File: src/rtl/cpu4_uart_tx_pkg.sv
// Shared types and constants for the cpu4 memory-mapped UART transmitter.
//  - tx_state_e : serialiser FSM states
//  - St*Bit     : bit positions inside the STATUS word
package cpu4_uart_tx_pkg;

  typedef enum logic [1:0] {
    StIdle  = 2'd0,
    StStart = 2'd1,
    StData  = 2'd2,
    StStop  = 2'd3
  } tx_state_e;

  localparam int unsigned StBusyBit = 0;
  localparam int unsigned StFullBit = 1;
  localparam int unsigned StOvfBit  = 2;

endpackage

File: src/rtl/cpu4_sync_fifo.sv
// Synchronous show-ahead FIFO.
//  clk, reset   : single clock, synchronous active-high reset (empties the FIFO)
//  push, din    : write request and data; ignored when full unless a pop happens the same cycle
//  pop          : read request; ignored when empty
//  dout         : head entry, valid whenever empty=0
//  full, empty  : occupancy flags
module cpu4_sync_fifo #(
  parameter int unsigned WIDTH = 8,
  parameter int unsigned DEPTH = 4
) (
  input  logic             clk,
  input  logic             reset,
  input  logic             push,
  input  logic             pop,
  input  logic [WIDTH-1:0] din,
  output logic [WIDTH-1:0] dout,
  output logic             full,
  output logic             empty
);

  localparam int unsigned AW = $clog2(DEPTH);

  // One extra pointer bit distinguishes full from empty when the indices match.
  logic [AW:0]      wr_ptr_q, wr_ptr_d;
  logic [AW:0]      rd_ptr_q, rd_ptr_d;
  logic [WIDTH-1:0] mem_q [DEPTH];
  logic             do_push, do_pop;

  assign empty = (wr_ptr_q == rd_ptr_q);
  assign full  = (wr_ptr_q[AW] != rd_ptr_q[AW]) && (wr_ptr_q[AW-1:0] == rd_ptr_q[AW-1:0]);
  assign dout  = mem_q[rd_ptr_q[AW-1:0]];

  // A pop frees a slot in the same cycle, so a push on a full FIFO is accepted then.
  assign do_pop  = pop && !empty;
  assign do_push = push && (!full || do_pop);

  always_comb begin
    wr_ptr_d = wr_ptr_q;
    rd_ptr_d = rd_ptr_q;
    if (do_push) wr_ptr_d = wr_ptr_q + 1'b1;
    if (do_pop)  rd_ptr_d = rd_ptr_q + 1'b1;
  end

  always_ff @(posedge clk) begin
    if (reset) begin
      wr_ptr_q <= '0;
      rd_ptr_q <= '0;
    end else begin
      wr_ptr_q <= wr_ptr_d;
      rd_ptr_q <= rd_ptr_d;
    end
  end

  always_ff @(posedge clk) begin
    if (do_push) mem_q[wr_ptr_q[AW-1:0]] <= din;
  end

endmodule

File: src/rtl/cpu4_uart_tx.sv
// Memory-mapped 8N1 UART transmitter on the cpu4 data-store bus.
//  clk, reset         : single clock, synchronous active-high reset
//  dataadr, writedata : core store address / data
//  memwrite           : one-cycle store strobe
//  sel                : address hits TXDATA (BASE_ADDR) or STATUS (BASE_ADDR+4)
//  rdata              : window read data, STATUS = {29'b0, overflow, full, busy}
//  txd                : registered serial output, idle high
//  busy               : FIFO non-empty or a frame in progress
//  overflow           : sticky, set when a push was dropped; cleared by STATUS write with bit 2
module cpu4_uart_tx
  import cpu4_uart_tx_pkg::*;
#(
  parameter logic [31:0] BASE_ADDR    = 32'h0000_0100,
  parameter int unsigned CLKS_PER_BIT = 16,
  parameter int unsigned FIFO_DEPTH   = 4
) (
  input  logic        clk,
  input  logic        reset,
  input  logic [31:0] dataadr,
  input  logic [31:0] writedata,
  input  logic        memwrite,
  output logic        sel,
  output logic [31:0] rdata,
  output logic        txd,
  output logic        busy,
  output logic        overflow
);

  localparam int unsigned   CntW       = $clog2(CLKS_PER_BIT);
  localparam logic [CntW-1:0] CntLoad  = CntW'(CLKS_PER_BIT - 1);
  localparam logic [31:0]   StatusAddr = BASE_ADDR + 32'd4;

  tx_state_e       state_q, state_d;
  logic [CntW-1:0] cnt_q, cnt_d;
  logic [2:0]      idx_q, idx_d;
  logic [2:0]      idx_next;
  logic [7:0]      shift_q, shift_d;
  logic            txd_q, txd_d;
  logic            overflow_q, overflow_d;

  logic            push_req, clr_req, pop;
  logic [7:0]      fifo_dout;
  logic            fifo_full, fifo_empty;

  logic            unused_wdata;
  assign unused_wdata = ^writedata[31:8];

  assign sel      = (dataadr == BASE_ADDR) || (dataadr == StatusAddr);
  assign push_req = memwrite && (dataadr == BASE_ADDR);
  assign clr_req  = memwrite && (dataadr == StatusAddr) && writedata[2];

  cpu4_sync_fifo #(
    .WIDTH (8),
    .DEPTH (FIFO_DEPTH)
  ) u_fifo (
    .clk   (clk),
    .reset (reset),
    .push  (push_req),
    .pop   (pop),
    .din   (writedata[7:0]),
    .dout  (fifo_dout),
    .full  (fifo_full),
    .empty (fifo_empty)
  );

  assign busy     = !fifo_empty || (state_q != StIdle);
  assign overflow = overflow_q;
  assign txd      = txd_q;

  always_comb begin
    rdata = '0;
    if (dataadr == StatusAddr) begin
      rdata[StBusyBit] = busy;
      rdata[StFullBit] = fifo_full;
      rdata[StOvfBit]  = overflow_q;
    end
  end

  // Push and clear never coincide: they decode different addresses.
  always_comb begin
    overflow_d = overflow_q;
    if (push_req && fifo_full && !pop) overflow_d = 1'b1;
    if (clr_req) overflow_d = 1'b0;
  end

  assign idx_next = idx_q + 3'd1;

  always_comb begin
    state_d = state_q;
    cnt_d   = cnt_q;
    idx_d   = idx_q;
    shift_d = shift_q;
    txd_d   = txd_q;
    pop     = 1'b0;
    unique case (state_q)
      StIdle: begin
        txd_d = 1'b1;
        if (!fifo_empty) begin
          pop     = 1'b1;
          shift_d = fifo_dout;
          cnt_d   = CntLoad;
          txd_d   = 1'b0;
          state_d = StStart;
        end
      end
      StStart: begin
        if (cnt_q == '0) begin
          cnt_d   = CntLoad;
          idx_d   = 3'd0;
          txd_d   = shift_q[0];
          state_d = StData;
        end else begin
          cnt_d = cnt_q - 1'b1;
        end
      end
      StData: begin
        if (cnt_q == '0) begin
          cnt_d = CntLoad;
          if (idx_q == 3'd7) begin
            txd_d   = 1'b1;
            state_d = StStop;
          end else begin
            idx_d = idx_next;
            txd_d = shift_q[idx_next];
          end
        end else begin
          cnt_d = cnt_q - 1'b1;
        end
      end
      StStop: begin
        if (cnt_q == '0) begin
          // Chain straight into the next start bit so queued bytes go out gap-free.
          if (!fifo_empty) begin
            pop     = 1'b1;
            shift_d = fifo_dout;
            cnt_d   = CntLoad;
            txd_d   = 1'b0;
            state_d = StStart;
          end else begin
            txd_d   = 1'b1;
            state_d = StIdle;
          end
        end else begin
          cnt_d = cnt_q - 1'b1;
        end
      end
      default: begin
        txd_d   = 1'b1;
        state_d = StIdle;
      end
    endcase
  end

  always_ff @(posedge clk) begin
    if (reset) begin
      state_q    <= StIdle;
      cnt_q      <= '0;
      idx_q      <= '0;
      shift_q    <= '0;
      txd_q      <= 1'b1;
      overflow_q <= 1'b0;
    end else begin
      state_q    <= state_d;
      cnt_q      <= cnt_d;
      idx_q      <= idx_d;
      shift_q    <= shift_d;
      txd_q      <= txd_d;
      overflow_q <= overflow_d;
    end
  end

endmodule

File: config.mk
export PLATFORM = sky130hd
export DESIGN_NAME = cpu4_uart_tx
export DESIGN_NICKNAME = d
export VERILOG_FILES = /design/src/rtl/cpu4_uart_tx_pkg.sv /design/src/rtl/cpu4_sync_fifo.sv /design/src/rtl/cpu4_uart_tx.sv
export SDC_FILE = /design/constraint.sdc
export NUM_CORES = 1
export LEC_CHECK = 0
export BUFFER_PORTS_ARGS = -buffer_cell sky130_fd_sc_hd__buf_4
export CAP_MARGIN = 25
export CORE_ASPECT_RATIO = 2
export CORE_MARGIN = 4
export CORE_UTILIZATION = 40
export CTS_BUF_LIST = sky130_fd_sc_hd__clkbuf_4 sky130_fd_sc_hd__clkbuf_8 sky130_fd_sc_hd__clkbuf_16
export DETAILED_ROUTE_END_ITERATION = 6
export HOLD_SLACK_MARGIN = 0.15
export PLACE_DENSITY = 0.72
export SLEW_MARGIN = 20
export SYNTH_ARGS = -nofsm -noshare
export SYNTH_HDL_FRONTEND = slang
export SYNTH_SLANG_ARGS = --single-unit
File: constraint.sdc
create_clock -name clk -period 2.4 [get_ports clk]
set_input_delay 0.48 -clock clk [delete_from_list [all_inputs] [get_ports clk]]
set_output_delay 0.48 -clock clk [all_outputs]
set_load 0.01 [all_outputs]
Word level (Yosys, flattened, before mapping)
Memories as Yosys holds them, arrays and structs flattened. A register that Yosys moved wholly into a read port is not among the register bits.
Index checks and enable logic that the tools add are counted.
Widths: inputs -> output; s select.
{"block": "totals", "regBits": 25, "ram_bits": 32, "in_bits": 67, "out_inout_bits": 36, "elab_cells": 88, "n_memories": 1}
{"block": "classes", "n_addsub": 4, "n_lt_le_gt_ge": 1, "eq_ne": 15, "mux": 34, "reduce_logical": 25}
{"name": "u_fifo.mem_q", "words": 4, "word_bits": 8, "rd": 1, "rd_clocked_by_memory_dff": 1, "wr": 1, "line_no": "cpu4_sync_fifo.sv:26", "source": "logic [WIDTH-1:0] mem_q [DEPTH];"}
{"cell": "$eq 32x9->1 const B", "count": 2}
{"cell": "$mux 8", "count": 2}
{"cell": "$pmux 8 s2", "count": 1}
{"cell": "$mux 2", "count": 7}
{"cell": "$mux 3", "count": 4}
{"cell": "$mux 4", "count": 3}
{"cell": "$ne 2x2->1 const B", "count": 6}
{"cell": "$pmux 4 s3", "count": 1}
{"cell": "$mux 1", "count": 11}
{"cell": "$add 3x1->3 const B", "count": 3}
{"cell": "$logic_and 1x1->1", "count": 8}
{"cell": "$pmux 2 s4", "count": 1}
{"cell": "$pmux 3 s2", "count": 1}
{"cell": "$reduce_bool 2->1", "count": 3}
{"cell": "$reduce_and 5->1", "count": 1}
{"cell": "$eq 2x2->1 const B", "count": 2}
{"cell": "$logic_not 4->1", "count": 1}
{"cell": "$lt 3x4->1 const B", "count": 1}
{"cell": "$pmux 1 s4", "count": 1}
{"cell": "$reduce_and 4->1", "count": 1}
{"cell": "$reduce_or 2->1", "count": 2}
{"cell": "$sub 4x1->4 const B", "count": 1}
{"cell": "$bmux 1 s3", "count": 1}
{"cell": "$eq 3x3->1", "count": 1}
{"cell": "other kinds (10)", "count": 14}

Logic depth before layout (Yosys ltp)
Gate-level depths: netlist of the first run.
{"block": "depth", "ltp_word": 9, "mapped_depth": 9, "mapped_depth_nobuf": 7}

Hierarchy
A second synthesis of the first run with hierarchy kept.
{"block": "hier_totals", "hier_cells": 269, "area_unflattened_um2": 3179.3}
{"mod": "cpu4_sync_fifo", "n_inst": 1, "cells_per_inst": 97, "area_each_um2": 1699.1, "seq_area_each_um2": 1121.1}
{"mod": "cpu4_uart_tx", "n_inst": 1, "cells_per_inst": 172, "area_each_um2": 1480.2, "seq_area_each_um2": 380.4}

Worst setup path before layout of the first run
OpenSTA, ideal clock, no wires.
{"block": "synth_timing", "kind": "register -> register", "from": "reg cnt_q[0]", "to": "mem u_fifo.mem_q[0][0], enable pin", "setup_ps": 310, "arrival_ps": 2159, "required_time_ps": 2090, "setup_slack_ps": -69, "stages_incl_launch_ff": 8, "n_path_buf": 1, "period_less_slack_ps": 2469, "path_cell_list": "dfxtp_1 > inv_1 > ha_1 > or3b_1 > buf_2 > o31a_4 > a2111oi_4 > and2_2"}
{"block": "synth_via", "elab_chain_len": 8}
{"item": "from (decl)", "line_no": "cpu4_uart_tx.sv:34", "source": "logic [CntW-1:0] cnt_q, cnt_d;"}
{"item": "from (signal assigned)", "line_no": "cpu4_uart_tx.sv:164", "source": "cnt_q <= cnt_d;"}
{"item": "$logic_not 4->1", "line_no": "cpu4_uart_tx.sv:131", "source": "if (cnt_q == '0) begin"}
{"item": "$mux 1", "line_no": "cpu4_uart_tx.sv:131"}
{"item": "$pmux 1 s2", "line_no": "cpu4_uart_tx.sv:95", "source": "unique case (state_q)"}
{"item": "$logic_and 1x1->1", "line_no": "cpu4_sync_fifo.sv:34", "source": "assign do_pop = pop && !empty;"}
{"item": "$logic_or 1x1->1", "line_no": "cpu4_sync_fifo.sv:35", "source": "assign do_push = push && (!full || do_pop);"}
{"item": "$logic_and 1x1->1", "line_no": "cpu4_sync_fifo.sv:35"}
{"item": "$mux 1", "line_no": "cpu4_sync_fifo.sv:55", "source": "if (do_push) mem_q[wr_ptr_q[AW-1:0]] <= din;"}
{"item": "$mux 1 (implied by the code)", "line_no": "cpu4_sync_fifo.sv:55"}
{"item": "to (decl)", "line_no": "cpu4_sync_fifo.sv:26"}
No other way between the ends.

Worst setup path in the final report of the first run
{"block": "layout_timing", "from": "reg cnt_q[0]", "to": "mem u_fifo.mem_q[3][5], enable pin"}
Same word-level chain as after synthesis.

==> out/metrics.cfg, run 1 <==
[status]
outcome = finished, final reports clean

[setup_path]
critPathLaunchType = register
reg2regPathDepth = 7
worst_ep_arrival_time_ns = 2.36
crit_type = register to register
crit_path_end_kind = register
crit_path_max_fanout = 8
required_ns = 2.43

[detailed_routing]
vias = 2085
drcViolationCount = 0
antenna_left = 0
firstDrtPassIters = 5
routed_via_density = 4.95
drt_iter0_markers = 64
wire_per_inst_um = 14.5
drt-total-wl_um = 6090

[pwr]
pwr-share-clk_pct = 43.6
p_sw_share_pct = 26.4
powerDensity_nw_per_um2 = 796
ir_worst_vdd_v = 0.000602
power.sequential.fraction_pct = 38.4
p_leak_nw = 1.43
comb_power_share_pct = 18.0
post-layout-total-power_mw = 2.92
p_switching_mw = 0.772
intPower_mw = 2.15

[global_routing]
grt_pass1_vias = 2065
grt_max_degree = 27
antenna_found_initial = 0
overflow = 0
grt_pass1_wl_um = 9520
grt_usage_pct = 14.8

[layout]
nFillCells = 643
layout.cells.non_filler = 421
utilization_pct = 50.6
nets = 404
fin_area_um2 = 3670
final_layout_size_suffix_gt1_share_pct = 28.3
n_antenna_cell = 0
area_growth_pct = 23.8

[synth]
ys_ff_latch = 59
yosys.area.top_type = edfxtp_1
ys_warn_count = 0
synth_top_area_share_pct = 32.4
synthFlopType = edfxtp_1
synth_area_leaders = edfxtp_1, dfxtp_1, mux4_2, buf_4, ha_1
syn_area_um2 = 2970
yosysSeqAreaShare_pct = 50.6
synth_edf_count = 32
synthCells = 266
avgSynthCellArea_um2 = 11.2
ys_types = 43
synthArstFlopShare_pct = 0

[place]
dpl_cell_area_um2 = 3360
hpwlAfterDp_um = 4490
pre_cts_ws_ns = 0.0409
port_buffers = 49
gp_congestion = 0.797
dp_cells = 404

[sta]
setup_viol = 0
fin_crit_ns = 2.33
fin_tns_setup_ns = 0
whs_ns = 0.347
maxSlewHeadroom_pct = 62.9
worstMarginPinSlew_ns = 0.556
min_period_over_period_pct = 96.9
slew_violations = 0
final-hold-violation-count = 0
finalWorstSetupSlack_ns = 0.0734
max_freq_mhz = 430
fin_skew_ns = 0.00463

[hold_path]
hold_class = input port to register
hold_depth = 1

[floorplan]
die_w_um = 68.9
core_area_um2 = 7270
ios = 103
row_count = 44
dieArea_um2 = 8950
start_util_pct = 40.8
die_y_um = 130

[cts]
htreeDepth = 3
path_clk_slew_ns = 0.05
clk_path_buf_depth = 2
clkSinkCount = 59
cts_root_buf = clkbuf_16
cts_tree = yes
cts_hold_buf = 0
numCtsBuffers = 9
insertion_delay_ns = 0.33

[job]
maxCapViolations = 0

## Yosys cell counts (2+ instances only)
library cell	instances
o21ai_0	4
nor2_1	21
mux2i_1	4
nand4_1	3
nor3_1	8
xnor2_1	4
a311oi_1	2
nor2b_1	2
nand2_1	26
buf_4	29
inv_1	10
o31ai_1	2
and2_2	4
nand3_1	2
clkbuf_1	6
buf_1	3
edfxtp_1	32
xor2_1	2
and3_1	3
mux4_2	10
dfxtp_1	27
nand2b_1	2
ha_1	13
nor4_1	5
nor4b_1	2
a21oi_1	21
nor3b_1	3
## power groups by stage
stage / clock network [mW] / logic, mW / registers [mW]
after floorplan: 0 / 0.355 / 1.14
after global placement: 0 / 0.507 / 1.14
after detailed placement: 0 / 0.516 / 1.14
after CTS: 1.29 / 0.519 / 1.12
after global routing: 1.34 / 0.582 / 1.13
final: 1.27 / 0.528 / 1.12
## registers in the layout (all words and copies together) (netlist names), named ones only
| signal | flops |
|---|---|
| txd | 1 |
| idx_q | 3 |
| overflow | 1 |
| u_fifo.rd_ptr_q | 3 |
| shift_q | 8 |
| state_q | 2 |
| cnt_q | 4 |
| u_fifo.wr_ptr_q | 3 |
| u_fifo.mem_q | 32 |
## cell usage in the layout (no fill, tap or decap), types with 2 or more instances in the layout
cell type	n
mux2i_1	4
and3_1	3
a21oi_1	21
a311oi_1	2
clkbuf_16	9
nand2b_1	2
nor3b_1	3
nand4_1	3
nand2_1	26
dfxtp_1	27
nor3_1	8
xnor2_1	4
nor4b_1	2
nor4_1	5
and2_4	4
inv_1	10
nor2_1	21
xor2_1	2
conb_1	29
nand3_1	2
ha_1	13
mux4_2	10
nor2b_1	2
o21ai_0	4
buf_4	59
edfxtp_1	32
clkinv_2	2
o31ai_1	2
## what timing repair did
action,4_1_cts,5_1_grt
gates resized for setup,0,5
buffers inserted,0,1
endpoints found under the setup margin,0,32
## per-layer routing
layer	vias up	GRT usage [%]	part of all wire, %
met5	-	0	0
met4	0	9.77	3.0
met3	14	3.45	4.3
met2	61	27.2	60
met1	998	13.6	33
li1	1012	-	-
## final timing paths
kind	start	to	slack, ns
setup / recovery	cnt_q[0]	u_fifo.mem_q[3][5]	0.07
hold / removal	writedata[3]	u_fifo.mem_q[2][3]	0.35
setup reg to reg	cnt_q[0]	u_fifo.mem_q[3][5]	0.07
hold reg to reg	shift_q[4]	shift_q[4]	0.46
## cell families after synthesis
group | count (synthesis) | synth area share [%]
xor+xnor | 6 | 1.77
fa+ha+maj | 13 | 5.48
flops | 59 | 50.6
mux | 14 | 8.94
buf+inv | 50 | 10.1
compound gates | 38 | 8.81
simple gates | 85 | 14.2
other cells | 1 | 0.126
## worst max-delay path: stages, from the launching register on
cell and delay, ns:
dfxtp_1 0.33, inv_1 0.08, ha_1 0.16, or3b_4 0.39, o31a_4 0.32, a2111oi_4 0.34
buf_4 0.19, and2_4 0.23
## final cells by class
class	instances	area (µm²)	area share, %
tap	92	115	3.13
clock inverter	6	65.1	1.77
clock buffer	10	233	6.33
multi-input combinational	185	1280	34.8
timing repair buffer	59	443	12.1
sequential	59	1500	40.9
inverter	10	37.5	1.02
Note: power is estimated with default switching activity, not from simulation.
==> run 2: changes to the inputs <==
--- a/config.mk
+++ b/config.mk
@@ -5,6 +5,7 @@
 export SDC_FILE = /design/constraint.sdc
 export NUM_CORES = 1
 export LEC_CHECK = 0
+export ABC_AREA = 1
 export BUFFER_PORTS_ARGS = -buffer_cell sky130_fd_sc_hd__buf_4
 export CAP_MARGIN = 25
 export CORE_ASPECT_RATIO = 2
@@ -13,7 +14,7 @@
 export CTS_BUF_LIST = sky130_fd_sc_hd__clkbuf_4 sky130_fd_sc_hd__clkbuf_8 sky130_fd_sc_hd__clkbuf_16
 export DETAILED_ROUTE_END_ITERATION = 6
 export HOLD_SLACK_MARGIN = 0.15
-export PLACE_DENSITY = 0.72
+export PLACE_DENSITY = 0.7
 export SLEW_MARGIN = 20
 export SYNTH_ARGS = -nofsm -noshare
 export SYNTH_HDL_FRONTEND = slang
==> out/metrics.cfg, run 2 <==
[layout]
largest_register_ffs = 32
area_growth_pct = 20.0
n_antenna_cell = 0
final_layout_size_suffix_gt1_share_pct = 18.5
final_cell_mix = inv_1, nor2_1, nand2_1
nFillCells = 809
final_common_cell = inv_1
nets = 551

[synth]
synthArstFlopShare_pct = 0
synth_area_leaders = edfxtp_1, dfxtp_1, inv_1, nor2_1, buf_4
synth_edf_count = 32
avgSynthCellArea_um2 = 8.14
synthCells = 414
yosysSeqAreaShare_pct = 44.6
synthTopCellsByCount = inv_1, nor2_1, nand2_1
ys_warn_count = 0
ys_types = 33
ys_ff_latch = 59
synth.most_common_cell = inv_1
syn_area_um2 = 3370
synthFlopType = edfxtp_1
synth_top_area_share_pct = 28.5
yosys.area.top_type = edfxtp_1

[place]
port_buffers = 49
gp_congestion = 0.842
hpwlAfterDp_um = 5230

[floorplan]
ios = 103
die_y_um = 138
start_util_pct = 40.9
row_count = 47
dieArea_um2 = 10000
die_w_um = 72.9
core_area_um2 = 8230

[hold_path]
hold_class = input port to register
worstHoldStart = writedata[3]

[sta]
rsz0062_at_grt = no
fin_crit_ns = 2.18
setup_viol = 0
slew_violations = 0
fin_tns_setup_ns = 0
max_freq_mhz = 459
final-hold-violation-count = 0
min_period_over_period_pct = 90.8
fin_skew_ns = 0.00566

[cts]
htreeDepth = 3
post_cts_resized = 0
clkSinkCount = 59
insertion_delay_ns = 0.33
clk_path_buf_depth = 2
numCtsBuffers = 9
cts_setup_buffers = 0
cts_hold_buf = 0
cts_tree = yes
cts_root_buf = clkbuf_16
path_clk_slew_ns = 0.05

[global_routing]
grt_pass1_wl_um = 11400
overflow = 0
grt_max_degree = 20
grt_pass1_vias = 2759
grt_usage_pct = 14.7
antenna_found_initial = 0

[detailed_routing]
wire_per_inst_um = 11.8
drcViolationCount = 0
drt_iter0_markers = 113
antenna_left = 0
routed_via_density = 4.76
drt-total-wl_um = 6750
vias = 2732
firstDrtPassIters = 4

[setup_path]
r2r_start = state_q[0]
required_ns = 1.92
cpPeakStageDelay_ns = 0.23
crit_path_max_fanout = 4
crit_buf_inv = 2
crit_path_end_kind = output port
critPathLaunchType = input port
crit_type = input port to output port
worst_ep_arrival_time_ns = 1.70
crit_chain = buf_4 > nor2_1 > nand3_1 > nor2_1 > nand2_1 > nor3_1 > nand2_1 > nor3_1 > buf_4
worst_path_max_delay_cell = nor3_1
cp-startpoint = dataadr[25]
critPathTopFamily = simple AND/OR/NAND/NOR gates

[pwr]
post-layout-total-power_mw = 3.18
p_leak_nw = 1.76
powerDensity_nw_per_um2 = 786
ir_worst_vdd_v = 0.000494

[status]
outcome = finished, final reports clean

[job]
maxCapViolations = 0

[run 2: area by class of cell]
type / instances / area [µm²] / area share (%)
clock buffers: 9 / 225 / 5.57
clock inverters: 7 / 76.3 / 1.89
inverters: 68 / 255 / 6.31
multi-input cells: 279 / 1460 / 36.0
flip-flops and latches: 59 / 1500 / 37.1
well taps: 98 / 123 / 3.03
repair buffers: 54 / 405 / 10.0
[run 2: per-stage QoR]
stage	hold WS (ns)	setup slack [ns]	instances	util [%]	instance area, µm²
floorplan	0.449	0.314	442	-	3470
global placement	0.456	0.236	558	45.4	3740
detailed placement	0.466	0.192	558	45.4	3740
CTS	0.337	0.191	574	49.1	4040
global route	0.339	0.0371	574	49.1	4040
finish	0.354	0.222	574	49.1	4040
[run 2: final timing paths]
path,end,slack [ns],cells past startpoint
worst min-delay path,u_fifo.mem_q[0][3],0.35,1
worst max-delay path,rdata[1],0.22,9
worst min register to register,idx_q[2],0.47,2
worst max register to register,u_fifo.mem_q[3][6],0.23,8
[run 2: power by group]
| group | internal [mW] | switching, mW | total [mW] |
|---|---|---|---|
| registers | 1.11 | 0.0491 | 1.16 |
| clock network | 0.807 | 0.463 | 1.27 |
| logic | 0.275 | 0.475 | 0.749 |
| total | 2.19 | 0.986 | 3.18 |
[run 2: metal layers]
layer	wire, µm	GRT usage, %	part of all wire, %
met5	0	0	0
met4	150	7.19	2.2
met3	353	4.60	5.2
met2	3810	28.1	56
met1	2430	13.4	36
[run 2: kinds of logic after synthesis]
kind of cell,Yosys count,synth area share [%]
buffers and inverters,104,15.3
other,1,0.111
DFF,59,44.6
adders and majority gates,13,4.83
xor gates and xnor gates,3,0.780
and+or+nand+nor,169,22.7
AOI/OAI and AO/OA,65,11.7
